===== src/rtl/project_spi_register_bridge.sv =====
// SPI mode-0 slave that turns 16-bit host frames into register-file write/read cycles.
// Define SPI_AUTOINC_EN for burst frames that continue with further data bytes at incrementing addresses.
module project_spi_register_bridge (
    input  logic       i_clk,
    input  logic       i_reset_n,
    input  logic       i_sclk,
    input  logic       i_cs_n,
    input  logic       i_mosi,
    output logic       o_miso,
    output logic       o_write_en,
    output logic [5:0] o_address,
    output logic [7:0] o_data,
    input  logic [7:0] i_rdata,
    output logic       o_frame_err
);
    localparam int unsigned ADDR_W = 6;
    localparam int unsigned DATA_W = 8;
    localparam int unsigned CNT_W  = 4;

    localparam logic [1:0] ST_IDLE = 2'd0;
    localparam logic [1:0] ST_CMD  = 2'd1;
    localparam logic [1:0] ST_DATA = 2'd2;
    localparam logic [1:0] ST_HOLD = 2'd3;

    logic [2:0]        r_sclk_sync;
    logic [2:0]        r_cs_sync;
    logic [1:0]        r_mosi_sync;
    logic              w_sclk_rise;
    logic              w_sclk_fall;
    logic              w_cs_rise;
    logic              w_cs_fall;
    logic              w_mosi;

    logic [1:0]        r_state;
    logic [1:0]        w_state_next;
    logic [CNT_W-1:0]  r_bit_cnt;
    logic [CNT_W-1:0]  w_bit_cnt_next;
    // Only seven bits are stored; the eighth is the MOSI bit arriving with the completing edge.
    logic [DATA_W-2:0] r_shift_in;
    logic [DATA_W-2:0] w_shift_in_next;
    logic [DATA_W-1:0] w_shift_in_byte;
    logic [DATA_W-1:0] r_shift_out;
    logic [DATA_W-1:0] w_shift_out_next;
    logic              r_rw;
    logic              w_rw_next;
    logic              r_load_pend;
    logic              w_load_pend_next;
    logic              r_miso;
    logic              w_miso_next;
    logic              r_write_en;
    logic              w_write_en_next;
    logic [ADDR_W-1:0] r_address;
    logic [ADDR_W-1:0] w_address_next;
    logic [DATA_W-1:0] r_data;
    logic [DATA_W-1:0] w_data_next;
    logic              r_frame_err;
    logic              w_frame_err_next;
`ifdef SPI_AUTOINC_EN
    logic              r_inc_pend;
    logic              w_inc_pend_next;
    logic              r_byte_done;
    logic              w_byte_done_next;
`endif

    // Two-flop synchronisers; the third sclk/cs_n flop holds the previous value for edge detection.
    always_ff @(posedge i_clk or negedge i_reset_n) begin
        if (!i_reset_n) begin
            r_sclk_sync <= 3'b000;
            r_cs_sync   <= 3'b111;
            r_mosi_sync <= 2'b00;
        end else begin
            r_sclk_sync <= {r_sclk_sync[1:0], i_sclk};
            r_cs_sync   <= {r_cs_sync[1:0], i_cs_n};
            r_mosi_sync <= {r_mosi_sync[0], i_mosi};
        end
    end

    assign w_sclk_rise = r_sclk_sync[1] & ~r_sclk_sync[2];
    assign w_sclk_fall = ~r_sclk_sync[1] & r_sclk_sync[2];
    assign w_cs_rise   = r_cs_sync[1] & ~r_cs_sync[2];
    assign w_cs_fall   = ~r_cs_sync[1] & r_cs_sync[2];
    assign w_mosi      = r_mosi_sync[1];

    // Frame sequencer and datapath next-state logic.
    always_comb begin
        w_state_next     = r_state;
        w_bit_cnt_next   = r_bit_cnt;
        w_shift_in_next  = r_shift_in;
        w_shift_out_next = r_shift_out;
        w_rw_next        = r_rw;
        w_load_pend_next = r_load_pend;
        w_address_next   = r_address;
        w_data_next      = r_data;
        w_write_en_next  = 1'b0;
        w_frame_err_next = 1'b0;
        w_miso_next      = 1'b0;
        w_shift_in_byte  = {r_shift_in, w_mosi};
`ifdef SPI_AUTOINC_EN
        w_inc_pend_next  = 1'b0;
        w_byte_done_next = r_byte_done;
        // Advance after the strobe cycle so the write sees a stable address.
        if (r_inc_pend) begin
            w_address_next = r_address + ADDR_W'(1);
        end
`endif

        if (w_cs_rise) begin
            w_state_next = ST_IDLE;
`ifdef SPI_AUTOINC_EN
            if ((r_state == ST_CMD) ||
                ((r_state == ST_DATA) && ((r_bit_cnt[2:0] != 3'd0) || !r_byte_done))) begin
                w_frame_err_next = 1'b1;
            end
`else
            if ((r_state == ST_CMD) || (r_state == ST_DATA)) begin
                w_frame_err_next = 1'b1;
            end
`endif
        end else begin
            case (r_state)
                ST_IDLE: begin
                    if (w_cs_fall) begin
                        w_state_next     = ST_CMD;
                        w_bit_cnt_next   = '0;
                        w_shift_in_next  = '0;
                        w_shift_out_next = '0;
                    end
                end
                ST_CMD: begin
                    if (w_sclk_rise) begin
                        w_shift_in_next = w_shift_in_byte[DATA_W-2:0];
                        w_bit_cnt_next  = r_bit_cnt + CNT_W'(1);
                        if (r_bit_cnt == CNT_W'(7)) begin
                            w_state_next     = ST_DATA;
                            w_rw_next        = w_shift_in_byte[7];
                            w_address_next   = w_shift_in_byte[ADDR_W-1:0];
                            w_load_pend_next = 1'b1;
`ifdef SPI_AUTOINC_EN
                            w_byte_done_next = 1'b0;
`endif
                        end
                    end
                end
                ST_DATA: begin
                    if (w_sclk_rise) begin
                        w_shift_in_next = w_shift_in_byte[DATA_W-2:0];
                        w_bit_cnt_next  = r_bit_cnt + CNT_W'(1);
                        if (r_bit_cnt[2:0] == 3'd7) begin
                            if (r_rw) begin
                                w_data_next     = w_shift_in_byte;
                                w_write_en_next = 1'b1;
                            end
`ifdef SPI_AUTOINC_EN
                            w_inc_pend_next  = 1'b1;
                            w_load_pend_next = 1'b1;
                            w_byte_done_next = 1'b1;
`else
                            w_state_next     = ST_HOLD;
`endif
                        end
                    end else if (w_sclk_fall) begin
                        if (r_load_pend) begin
                            w_shift_out_next = i_rdata;
                            w_load_pend_next = 1'b0;
                        end else begin
                            w_shift_out_next = {r_shift_out[DATA_W-2:0], 1'b0};
                        end
                    end
                end
                // HOLD ignores every SCLK edge until cs_n rises.
                default: ;
            endcase
        end

        if (w_state_next == ST_DATA) begin
            w_miso_next = w_shift_out_next[DATA_W-1];
        end
    end

    // State and output registers.
    always_ff @(posedge i_clk or negedge i_reset_n) begin
        if (!i_reset_n) begin
            r_state     <= ST_IDLE;
            r_bit_cnt   <= '0;
            r_shift_in  <= '0;
            r_shift_out <= '0;
            r_rw        <= 1'b0;
            r_load_pend <= 1'b0;
            r_miso      <= 1'b0;
            r_write_en  <= 1'b0;
            r_address   <= '0;
            r_data      <= '0;
            r_frame_err <= 1'b0;
`ifdef SPI_AUTOINC_EN
            r_inc_pend  <= 1'b0;
            r_byte_done <= 1'b0;
`endif
        end else begin
            r_state     <= w_state_next;
            r_bit_cnt   <= w_bit_cnt_next;
            r_shift_in  <= w_shift_in_next;
            r_shift_out <= w_shift_out_next;
            r_rw        <= w_rw_next;
            r_load_pend <= w_load_pend_next;
            r_miso      <= w_miso_next;
            r_write_en  <= w_write_en_next;
            r_address   <= w_address_next;
            r_data      <= w_data_next;
            r_frame_err <= w_frame_err_next;
`ifdef SPI_AUTOINC_EN
            r_inc_pend  <= w_inc_pend_next;
            r_byte_done <= w_byte_done_next;
`endif
        end
    end

    assign o_miso      = r_miso;
    assign o_write_en  = r_write_en;
    assign o_address   = r_address;
    assign o_data      = r_data;
    assign o_frame_err = r_frame_err;

endmodule


===== config.mk =====
export PLATFORM = sky130hd
export DESIGN_NAME = project_spi_register_bridge
export DESIGN_NICKNAME = d
export VERILOG_FILES = /design/src/rtl/project_spi_register_bridge.sv
export SDC_FILE = /design/constraint.sdc
export NUM_CORES = 1
export LEC_CHECK = 0
export CAP_MARGIN = 20
export CELL_PAD_IN_SITES_DETAIL_PLACEMENT = 0
export CELL_PAD_IN_SITES_GLOBAL_PLACEMENT = 1
export CORE_MARGIN = 5
export CORE_UTILIZATION = 45
export CTS_BUF_LIST = sky130_fd_sc_hd__clkbuf_8
export DETAILED_ROUTE_END_ITERATION = 8
export PLACE_DENSITY_LB_ADDON = 0.1
export SLEW_MARGIN = 20
export SYNTH_ARGS = -nofsm -noshare
export SYNTH_HDL_FRONTEND = slang
export SYNTH_SLANG_ARGS = --single-unit

===== constraint.sdc =====
create_clock -name i_clk -period 2.8 [get_ports i_clk]
set_clock_uncertainty 0.15 [all_clocks]
set_input_delay 0.42 -clock i_clk [delete_from_list [all_inputs] [get_ports i_clk]]
set_output_delay 0.42 -clock i_clk [all_outputs]
set_load 0.005 [all_outputs]

* After elaboration in Yosys (flattened, before gate mapping) *
Cells that the tools add are included.

storage, ports and cells
  bits in registers = 48
  output and inout port bits = 17

cells by class
  $add $sub $neg = 1
  multiplexer cells = 32
  reductions and logical operators = 11
  eq/ne operators = 11
  bitwise logic cells = 9

operator list
  operator                                               number
  two-way mux 8 bit                                      5
  case mux 8 bit (2 select lines)                        1
  two-way mux 7 bit                                      2
  case mux 7 bit (2 select lines)                        1
  two-way mux 1 bit                                      12
  two-way mux 2 bit                                      6
  AND reduction 5 bit                                    2
  two-way mux 4 bit                                      2
  inequality test 2 bit, second input constant           4
  case mux 4 bit (2 select lines)                        1
  AND reduction 4 bit                                    2
  case mux 2 bit (3 select lines)                        1
  AND reduction 6 bit                                    1
  nonzero test 2 bit                                     3
  inverter 1 bit                                         5
  adder 4 x 1 -> 4 bit, second input constant            1
  bitwise AND 1 bit                                      4
  == test 2 bit, second input constant                   2
  == test 4 x 3 -> 1 bit, second input constant          1
  inequality test 2 x 1 -> 1 bit, second input constant  2
  == test 3 bit, second input constant                   1
  == test 2 x 1 -> 1 bit, second input constant          1
  zero test 2 bit                                        1
  case mux 1 bit (2 select lines)                        1
  2 further kinds                                        2

* Longest topological paths before layout *
  depth after elaboration = 7
  mapped depth = 8

* Worst setup path before layout *
Ideal clock, no wire load.

  path kind = register to register
  start point = register r_state[0]
  end point = register r_data[5] (netlist: o_data[5])
  slack = 771 ps
  cell stages (with the launch flop) = 8
  data arrival time = 1754 ps
  setup time = 125 ps
  path buffers = 2
  period minus slack after synthesis = 2029 ps
  path through = dfrtp_1 > inv_1 > ha_1 > nand4b_1 > or3b_1 > buf_2 > buf_6 > mux2_4

between the ends
  longest elaborated chain between the ends = 2

ends and longest elaborated chain
  element                               line  RTL
  from (decl)                           34    logic [1:0] r_state;
  from (signal assigned)                199   r_state <= w_state_next;
  == test 2 bit                         120   case (r_state)
  AND reduction 5 bit (no source line)  n/a
  to (signal assigned)                  208   r_data <= w_data_next;
  to (decl)                             54    logic [DATA_W-1:0] r_data;

No other way between the ends.
A chain may end at the register's enable or synchronous reset.

* Worst setup path after layout *
  start point = register r_state[0]
  end point = register r_shift_in[5]

between the ends
  longest elaborated chain between the ends = 4
  elaborated cells between the ends (all ways) = 9

ends and longest elaborated chain
  element                                                                                       line  RTL
  == test 2 x 1 -> 1 bit / == test 2 bit (equally long branches)                                120
  OR reduction 2 bit (no source line)                                                           n/a
  inequality test 2 x 1 -> 1 bit (no source line) / nonzero test 2 bit (equally long branches)  n/a
  AND reduction 4 bit (no source line)                                                          n/a
  to (signal assigned)                                                                          201   r_shift_in <= w_shift_in_next;
  to (decl)                                                                                     39    logic [DATA_W-2:0] r_shift_in;

Several ways; a longest one is shown, not always the timed one.

==> impl_metrics.csv <==
group,metric,value,unit
power_and_ir_drop,power.net_switching,0.3110,mW
setup_path,timing.critical_path.fanout_max,17,
power_and_ir_drop,vdd_drop_max,0.2874,mV
clock_network,clock_tree.root_cell,"sky130_fd_sc_hd__clkbuf_8",
logic_synthesis,synth_cell_type_count,36,
detailed_routing,met1_length,1866,um
placement,preCtsSetupSlack,542.5,ps
timing,fin_tns_setup,0,ps
timing,hold_violations,0,
logic_synthesis,synth_seq_cells,48,
clock_network,cts.repair.resized,0,
placement,detailed_place_hpwl,2976,um
final_layout,postLayoutCellArea,2521,um2
clock_network,postCtsHoldBufs,1,
clock_network,clock_tree.buffer_depth,2,
timing,period_utilisation_layout,82.47,%
clock_network,htreeDepth,2,
setup_path,critPathArrivalTime,2330,ps
job,max_cap_violations,0,
run_status,outcome,"finished clean",
power_and_ir_drop,comb_power_share,10.0,%
clock_network,cts.clk_slew.worst_paths,90,ps
final_layout,layoutNonFillerInstCount,262,
floorplan,die_h,78.27,um
power_and_ir_drop,clockPowerShare,31.1,%
setup_path,endpoint_kind,"register",
detailed_routing,drt_pass1_iterations,4,
final_layout,diodes,0,
floorplan,design.core.area,4444,um2
timing,worst_slew_margin_rel,55.61,%
detailed_routing,met3_length,250,um
floorplan,num_io_pins,30,
power_and_ir_drop,pwr_density_cell,493.0,nW/um2
floorplan,floorplan.rows,24,
logic_synthesis,seq_area_frac_synth,57.46,%
timing,hold-worst-slack,205.3,ps
power_and_ir_drop,power_frac_seq,58.9,%
timing,final-max-slew-violation-count,0,
final_layout,syn_to_final_growth,20.23,%
clock_network,post_cts_buffers,0,
logic_synthesis,synth_area,2097,um2
detailed_routing,highest-signal-layer,"met4",
final_layout,nNetsFinal,229,
placement,placed_cell_area,2430,um2
timing,setup_viol,0,
placement,io_buffers,29,
global_routing,via_count_of_the_first_global_routing_pass,1482,
clock_network,tritoncts_num_sinks,48,
timing,post-route-min-period,2309,ps
detailed_routing,detail_route.drc_violations,0,
timing,unrepaired_setup_endpoints_after_global_routing,"false",
timing,worst_slack,490.7,ps
hold_path,timing.hold.worst.class,"register to register",
logic_synthesis,avgSynthCellArea,11.91,um2
clock_network,clock_insertion_delay_worst_skew,300,ps
placement,numPlacedInstances,253,
power_and_ir_drop,swShare,25.02,%
detailed_routing,routed-via-count,1415,
global_routing,grt_first_pass_wirelength,7093,um
logic_synthesis,synth.net_count,196,
detailed_routing,route.detailed.wl_per_inst,15.95,um
timing,maxClockFrequency,433.0,MHz
detailed_routing,detail-route-antenna-nets,0,
setup_path,critPathKind,"register to register",
clock_network,numCtsBuffers,5,
placement,globalplace.congestion,0.8327,
detailed_routing,drtIter0Drc,128,
setup_path,worstPathRequired,2820,ps
floorplan,overall_die_area,6125,um2
logic_synthesis,synth_cells,176,
setup_path,cp-start-kind,"register",
global_routing,grt_antenna_before_repair,0,
global_routing,grt_use_total,14.52,%
final_layout,layout_commonest_cell,"sky130_fd_sc_hd__dfrtp_1",
final_layout,most-common-layout-cells,"45 x sky130_fd_sc_hd__dfrtp_1, 28 x sky130_fd_sc_hd__clkdlybuf4s50_1, 17 x sky130_fd_sc_hd__mux2_2",
final_layout,nFillCells,401,
floorplan,die_width,78.27,um
power_and_ir_drop,power_leakage,1.123,nW
power_and_ir_drop,power.total,1.243,mW
detailed_routing,ratio_of_routed_vias_to_standard_cells,5.401,
power_and_ir_drop,cellInternalPower,0.9320,mW
detailed_routing,detailroute.wirelength.met2,2000,um
clock_network,cts_tree,"yes",
final_layout,drive_above_1_share,15.71,%
floorplan,start_util,47.18,%
final_layout,final_util,56.73,%
global_routing,pin_count_of_the_biggest_net_entering_global_routing,36,
timing,tightest_slew,664.0,ps
global_routing,gr-total-overflow,0,
logic_synthesis,yosys_warnings,0,
detailed_routing,drt_wl_total,4179,um
-- Yosys cell counts --
| cell | number | area (um2) |
|---|---|---|
| sky130_fd_sc_hd__dfrtp_1 | 45 | 1126 |
| sky130_fd_sc_hd__mux2_2 | 17 | 191.4 |
| sky130_fd_sc_hd__nand2_1 | 14 | 52.55 |
| sky130_fd_sc_hd__inv_1 | 11 | 41.29 |
| sky130_fd_sc_hd__nor2_1 | 11 | 41.29 |
| sky130_fd_sc_hd__mux2i_1 | 9 | 90.09 |
| sky130_fd_sc_hd__o21ai_0 | 9 | 45.04 |
| sky130_fd_sc_hd__nand3_1 | 8 | 40.04 |
| sky130_fd_sc_hd__ha_1 | 7 | 87.58 |
| sky130_fd_sc_hd__o31ai_1 | 5 | 37.54 |
| sky130_fd_sc_hd__nand2b_1 | 4 | 25.02 |
| sky130_fd_sc_hd__nor2b_1 | 4 | 25.02 |
| sky130_fd_sc_hd__clkbuf_1 | 3 | 11.26 |
| sky130_fd_sc_hd__dfstp_2 | 3 | 78.83 |
| sky130_fd_sc_hd__a211oi_1 | 2 | 15.01 |
| sky130_fd_sc_hd__a21oi_1 | 2 | 10.01 |
| sky130_fd_sc_hd__buf_2 | 2 | 10.01 |
| sky130_fd_sc_hd__o211ai_1 | 2 | 15.01 |
| sky130_fd_sc_hd__a21boi_0 | 1 | 7.510 |
| sky130_fd_sc_hd__a31oi_1 | 1 | 6.260 |
| sky130_fd_sc_hd__a41oi_1 | 1 | 8.760 |
| sky130_fd_sc_hd__and3_1 | 1 | 6.260 |
| sky130_fd_sc_hd__buf_6 | 1 | 11.26 |
| sky130_fd_sc_hd__mux2_4 | 1 | 15.01 |
| sky130_fd_sc_hd__nand3b_1 | 1 | 7.510 |
| sky130_fd_sc_hd__nand4_1 | 1 | 6.260 |
| sky130_fd_sc_hd__nand4b_1 | 1 | 8.760 |
| sky130_fd_sc_hd__nor2b_2 | 1 | 8.760 |
| sky130_fd_sc_hd__nor3_1 | 1 | 5.000 |
| sky130_fd_sc_hd__nor4bb_1 | 1 | 10.01 |
| sky130_fd_sc_hd__o211ai_2 | 1 | 12.51 |
| sky130_fd_sc_hd__o22ai_1 | 1 | 6.260 |
| sky130_fd_sc_hd__o32ai_1 | 1 | 8.760 |
| sky130_fd_sc_hd__or2b_1 | 1 | 7.510 |
| sky130_fd_sc_hd__or3b_1 | 1 | 8.760 |
| sky130_fd_sc_hd__or4_2 | 1 | 8.760 |
-- routing by layer --
metal	GRT usage [%]	vias to the layer above
li1	-	674
met1	17.91	688
met2	24.14	47
met3	4.577	6
met4	5.070	0
met5	0	-
-- area by class of cell --
class,count,area (um2),share of cell area [%]
sequential,48,1205,47.79
multi-input combinational,111,818.3,32.46
timing repair buffer,32,310.3,12.31
clock buffer,5,68.82,2.730
tap,52,65.06,2.581
inverter,11,41.29,1.638
clock inverter,3,12.51,0.4963
-- sequential cells by signal (all words and copies together), names as in the netlist, 2 cells and up --
name	count
o_data	8
r_sclk_sync	3
r_state	2
r_bit_cnt	4
r_shift_out	8
o_address	6
r_shift_in	7
r_cs_sync	3
r_mosi_sync	2
-- kinds of logic (layout without fill, tap and decap cells) --
logic type | count (synthesis) | count (layout) | synth area share [%]
fa+ha+maj | 7 | 7 | 4.176
buf+inv | 17 | 51 | 3.520
simple gates | 51 | 51 | 12.47
mux | 27 | 27 | 14.14
flops | 48 | 48 | 57.46
compound gates | 26 | 26 | 8.234
-- power groups by stage --
stage                     registers (mW)  logic (mW)  clock network, mW
after global placement             0.743       0.118                  0
after detailed placement           0.745       0.124                  0
after floorplan                    0.740      0.0699                  0
after CTS                          0.732       0.126              0.405
after global routing               0.735       0.137              0.428
final                              0.732       0.124              0.386
-- worst max-delay path: stages, from the launching register on --
cell and delay, ps:
sky130_fd_sc_hd__dfrtp_1 440, sky130_fd_sc_hd__inv_1 130, sky130_fd_sc_hd__ha_1 280, sky130_fd_sc_hd__a21boi_0 150
sky130_fd_sc_hd__o211ai_2 580, sky130_fd_sc_hd__nand2_1 260, sky130_fd_sc_hd__mux2i_1 180
-- final timing paths --
path | startpoint | endpoint | slack, ps | cells past startpoint
max in group asynchronous | i_reset_n | r_cs_sync[1] | 1340 | 3
min in group asynchronous | i_reset_n | o_frame_err | 380 | 2
min reg2reg | r_sclk_sync[0] | r_sclk_sync[1] | 210 | 0
max reg2reg | r_state[0] | r_shift_in[5] | 490 | 6
max | r_state[0] | r_shift_in[5] | 490 | 6
min | r_sclk_sync[0] | r_sclk_sync[1] | 210 | 0
(Power assumes the default switching activity.)
==> patch: new RTL, same settings <==
`r_shift_in`, `r_shift_out`, `r_address` and `r_data` no longer have a reset.
--- a/src/rtl/project_spi_register_bridge.sv
+++ b/src/rtl/project_spi_register_bridge.sv
@@ -182,14 +182,10 @@
         if (!i_reset_n) begin
             r_state     <= ST_IDLE;
             r_bit_cnt   <= '0;
-            r_shift_in  <= '0;
-            r_shift_out <= '0;
             r_rw        <= 1'b0;
             r_load_pend <= 1'b0;
             r_miso      <= 1'b0;
             r_write_en  <= 1'b0;
-            r_address   <= '0;
-            r_data      <= '0;
             r_frame_err <= 1'b0;
 `ifdef SPI_AUTOINC_EN
             r_inc_pend  <= 1'b0;
@@ -198,20 +194,23 @@
         end else begin
             r_state     <= w_state_next;
             r_bit_cnt   <= w_bit_cnt_next;
-            r_shift_in  <= w_shift_in_next;
-            r_shift_out <= w_shift_out_next;
             r_rw        <= w_rw_next;
             r_load_pend <= w_load_pend_next;
             r_miso      <= w_miso_next;
             r_write_en  <= w_write_en_next;
-            r_address   <= w_address_next;
-            r_data      <= w_data_next;
             r_frame_err <= w_frame_err_next;
 `ifdef SPI_AUTOINC_EN
             r_inc_pend  <= w_inc_pend_next;
             r_byte_done <= w_byte_done_next;
 `endif
         end
+    end
+
+    always_ff @(posedge i_clk) begin
+        r_shift_in  <= w_shift_in_next;
+        r_shift_out <= w_shift_out_next;
+        r_address   <= w_address_next;
+        r_data      <= w_data_next;
     end
 
     assign o_miso      = r_miso;
Function: no difference found for any inputs over 10 cycles, from zero or initial values and one cycle with i_reset_n low; that may be too few to reach the edited logic, so the function may still have changed.
==> patch against the unedited design <==
Hold slack improved by 0.0018 ns. Die area is 6.7% lower. Count of clock-buffer cells in the layout stayed put. Worst setup slack better by 0.22 ns. Via count decreased by 21%. Utilization rose by 1.9 points. Sequential cell count is the same. Clock power grew 26%. Power grew 27%. Synthesized area shrank 7.7%. Final area shrank 5.0%. Wire length decreased by 20%. Highest routed layer unchanged. First-iteration DRC count shrank 52%. Cell count decreased by 16%.
==> patch: results (changes against the unedited design) <==
Detailed routing
  – Drt first pass iters: 4 (unchanged)
  – Vias: 1118 (-21%)
  – Final wirelength: 3360 um (-20%)
  – 1st-iter DRT viols: 62 (-52%)

Yosys
  – Post-synth EDFFs: 28 (+28)
  – Synth warn: 0 (unchanged)
  – Synth cell types: 39 (+8.3%)
  – Async S/R FF share, synth: 39.6% (-60 points)
  – Most frequent cells after synthesis: 28 x edfxtp_1, 16 x dfrtp_1, 10 x nor2_1
  – Post-synth top flop: edfxtp_1
  – Post-Syn Nets: 153 (-22%)
  – Register area share after synthesis: 69.2% (+12 points)
  – Synth area leaders: edfxtp_1 43%, dfrtp_1 21%, ha_1 4.5%, dfstp_2 4.1%, mux2i_1 3.6%

Global route
  – GRT Overall Usage: 13.1% (-1.4 points)
  – Pin count of the biggest net entering global routing: 20 (-44%)
  – Number of global-route vias before repair: 1138 (-23%)
  – First-pass GRT wire length: 5430 um (-23%)
  – Antenna violations before repair: 0 (unchanged)

Layout
  – NumNets Final: 188 (-18%)
  – Layout cells sized above 1: 10.1% (-5.7 points)
  – Number of diodes: 0 (unchanged)

Setup path
  – Crit-path max FO: 8 (-9)
  – Critical path's slowest cell: nor2_1
  – CP startpoint: r_state[0]
  – Critical path data arrival time: 1.87 ns (-0.46 ns)
  – Critical Path Max Stage Delay: roughly 0.57 ns

CTS
  – CTS Buf Count: 5 (unchanged)
  – Post-CTS Setup Repair Bufs: 0 (unchanged)
  – Root Buffer: clkbuf_8
  – Clock Pin Slew Worst Setup and Hold Paths: 0.08 ns
  – Clk_lat worst skew: 0.30 ns (about the same)
  – H-tree depth: 2 (unchanged)
  – CTS Buffer Depth: 2 (unchanged)
  – Post_cts resized: 0 (unchanged)

Power and ir drop
  – Leakage: 0.956 nW (-15%)
  – Peak VDD IR: 274 uV (-4.6%)

Placement
  – Place WS: 0.692 ns (+0.149 ns)
  – Detailed Place HPWL: 2360 um (-21%)
  – I/O Buffers: 29 (unchanged)
  – Final GP Congestion: 0.840 (+0.85%)

Status
  – Status: complete, no violations

Min path
  – Worst hold start: r_sclk_sync[0]
  – Hold Crit Class: reg -> reg

STA
  – Rel. slew slack: 42.0% (-14 points)

Flow run
  – Max cap viols: 0 (unchanged)
[patch: cell types whose count changed in the layout (fill, tap and decap cells not counted), sizes merged, moves of 4 or more]
cell,delta
edfxtp,+28
nand2,-6
mux2,-17
o21ai,-4
inv,-7
nor2b,-4
dfrtp,-29
o31ai,-5
and2,+8
[patch: kinds of logic (layout without fill, tap and decap cells)]
logic type,Yosys count,count (layout),share of synthesized area (%)
fa+ha+maj,7,7,4.52
buf+inv,7,43,1.42
simple gates,46,46,13.0
mux,8,8,4.20
compound gates,17,17,7.63
flops,48,48,69.2
[patch: cell type report]
type / count / area, um2
fillers: 344 / 1690
flip-flops and latches: 48 / 1340
multi-input cells: 78 / 568
repair buffers: 29 / 290
clock buffers: 5 / 68.8
well taps: 50 / 62.6
clock inverters: 3 / 42.5
inverters: 6 / 22.5
[patch: path summary, 6_finish.rpt]
kind	to	slack, ns	cells after the start
max	o_data[0]	0.72	4
min	r_sclk_sync[1]	0.21	0
max reg2reg	o_data[0]	0.72	4
min reg2reg	r_sclk_sync[1]	0.21	0
max in group asynchronous	r_bit_cnt[2]	1.51	1
min in group asynchronous	r_rw	0.45	1
[patch: routing by layer]
| layer | share of wire [%] | track usage, % |
|---|---|---|
| met3 | 6.4 | 4.62 |
| met2 | 47 | 20.5 |
| met4 | 1.7 | 5.63 |
| met5 | 0 | 0 |
| met1 | 45 | 16.5 |
[patch: power breakdown]
group | total (W) | internal (W) | switching [W] | leakage, nW
Clock | 0.000488 | 0.000264 | 0.000224 | 0.0558
Sequential | 0.000877 | 0.000836 | 0.0000417 | 0.504
Combinational | 0.000212 | 0.0000893 | 0.000122 | 0.397
[patch: stage by stage]
| stage | hold slack, ns | util (%) | power [W] | instances | cell area [um2] |
|---|---|---|---|---|---|
| 2_1_floorplan | -0.0256 | - | 0.00103 | 133 | 1940 |
| 3_3_place_gp | 0.185 | 55.9 | 0.00110 | 211 | 2280 |
| 3_5_place_dp | 0.189 | 55.9 | 0.00111 | 211 | 2280 |
| 4_1_cts | 0.210 | 58.6 | 0.00159 | 219 | 2390 |
| 5_1_grt | 0.218 | 58.6 | 0.00164 | 219 | 2390 |
| 6_report | 0.207 | 58.6 | 0.00158 | 219 | 2390 |
[patch: worst max-delay path, delay by kind of cell, from the launching register on]
| family | cells | cell delay (ns) |
|---|---|---|
| flip-flops | 1 | 0.43 |
| buffers and inverters | 1 | 0.12 |
| AND/OR/NAND/NOR | 2 | 0.75 |
| adder cells (fa/ha/maj) | 1 | 0.27 |
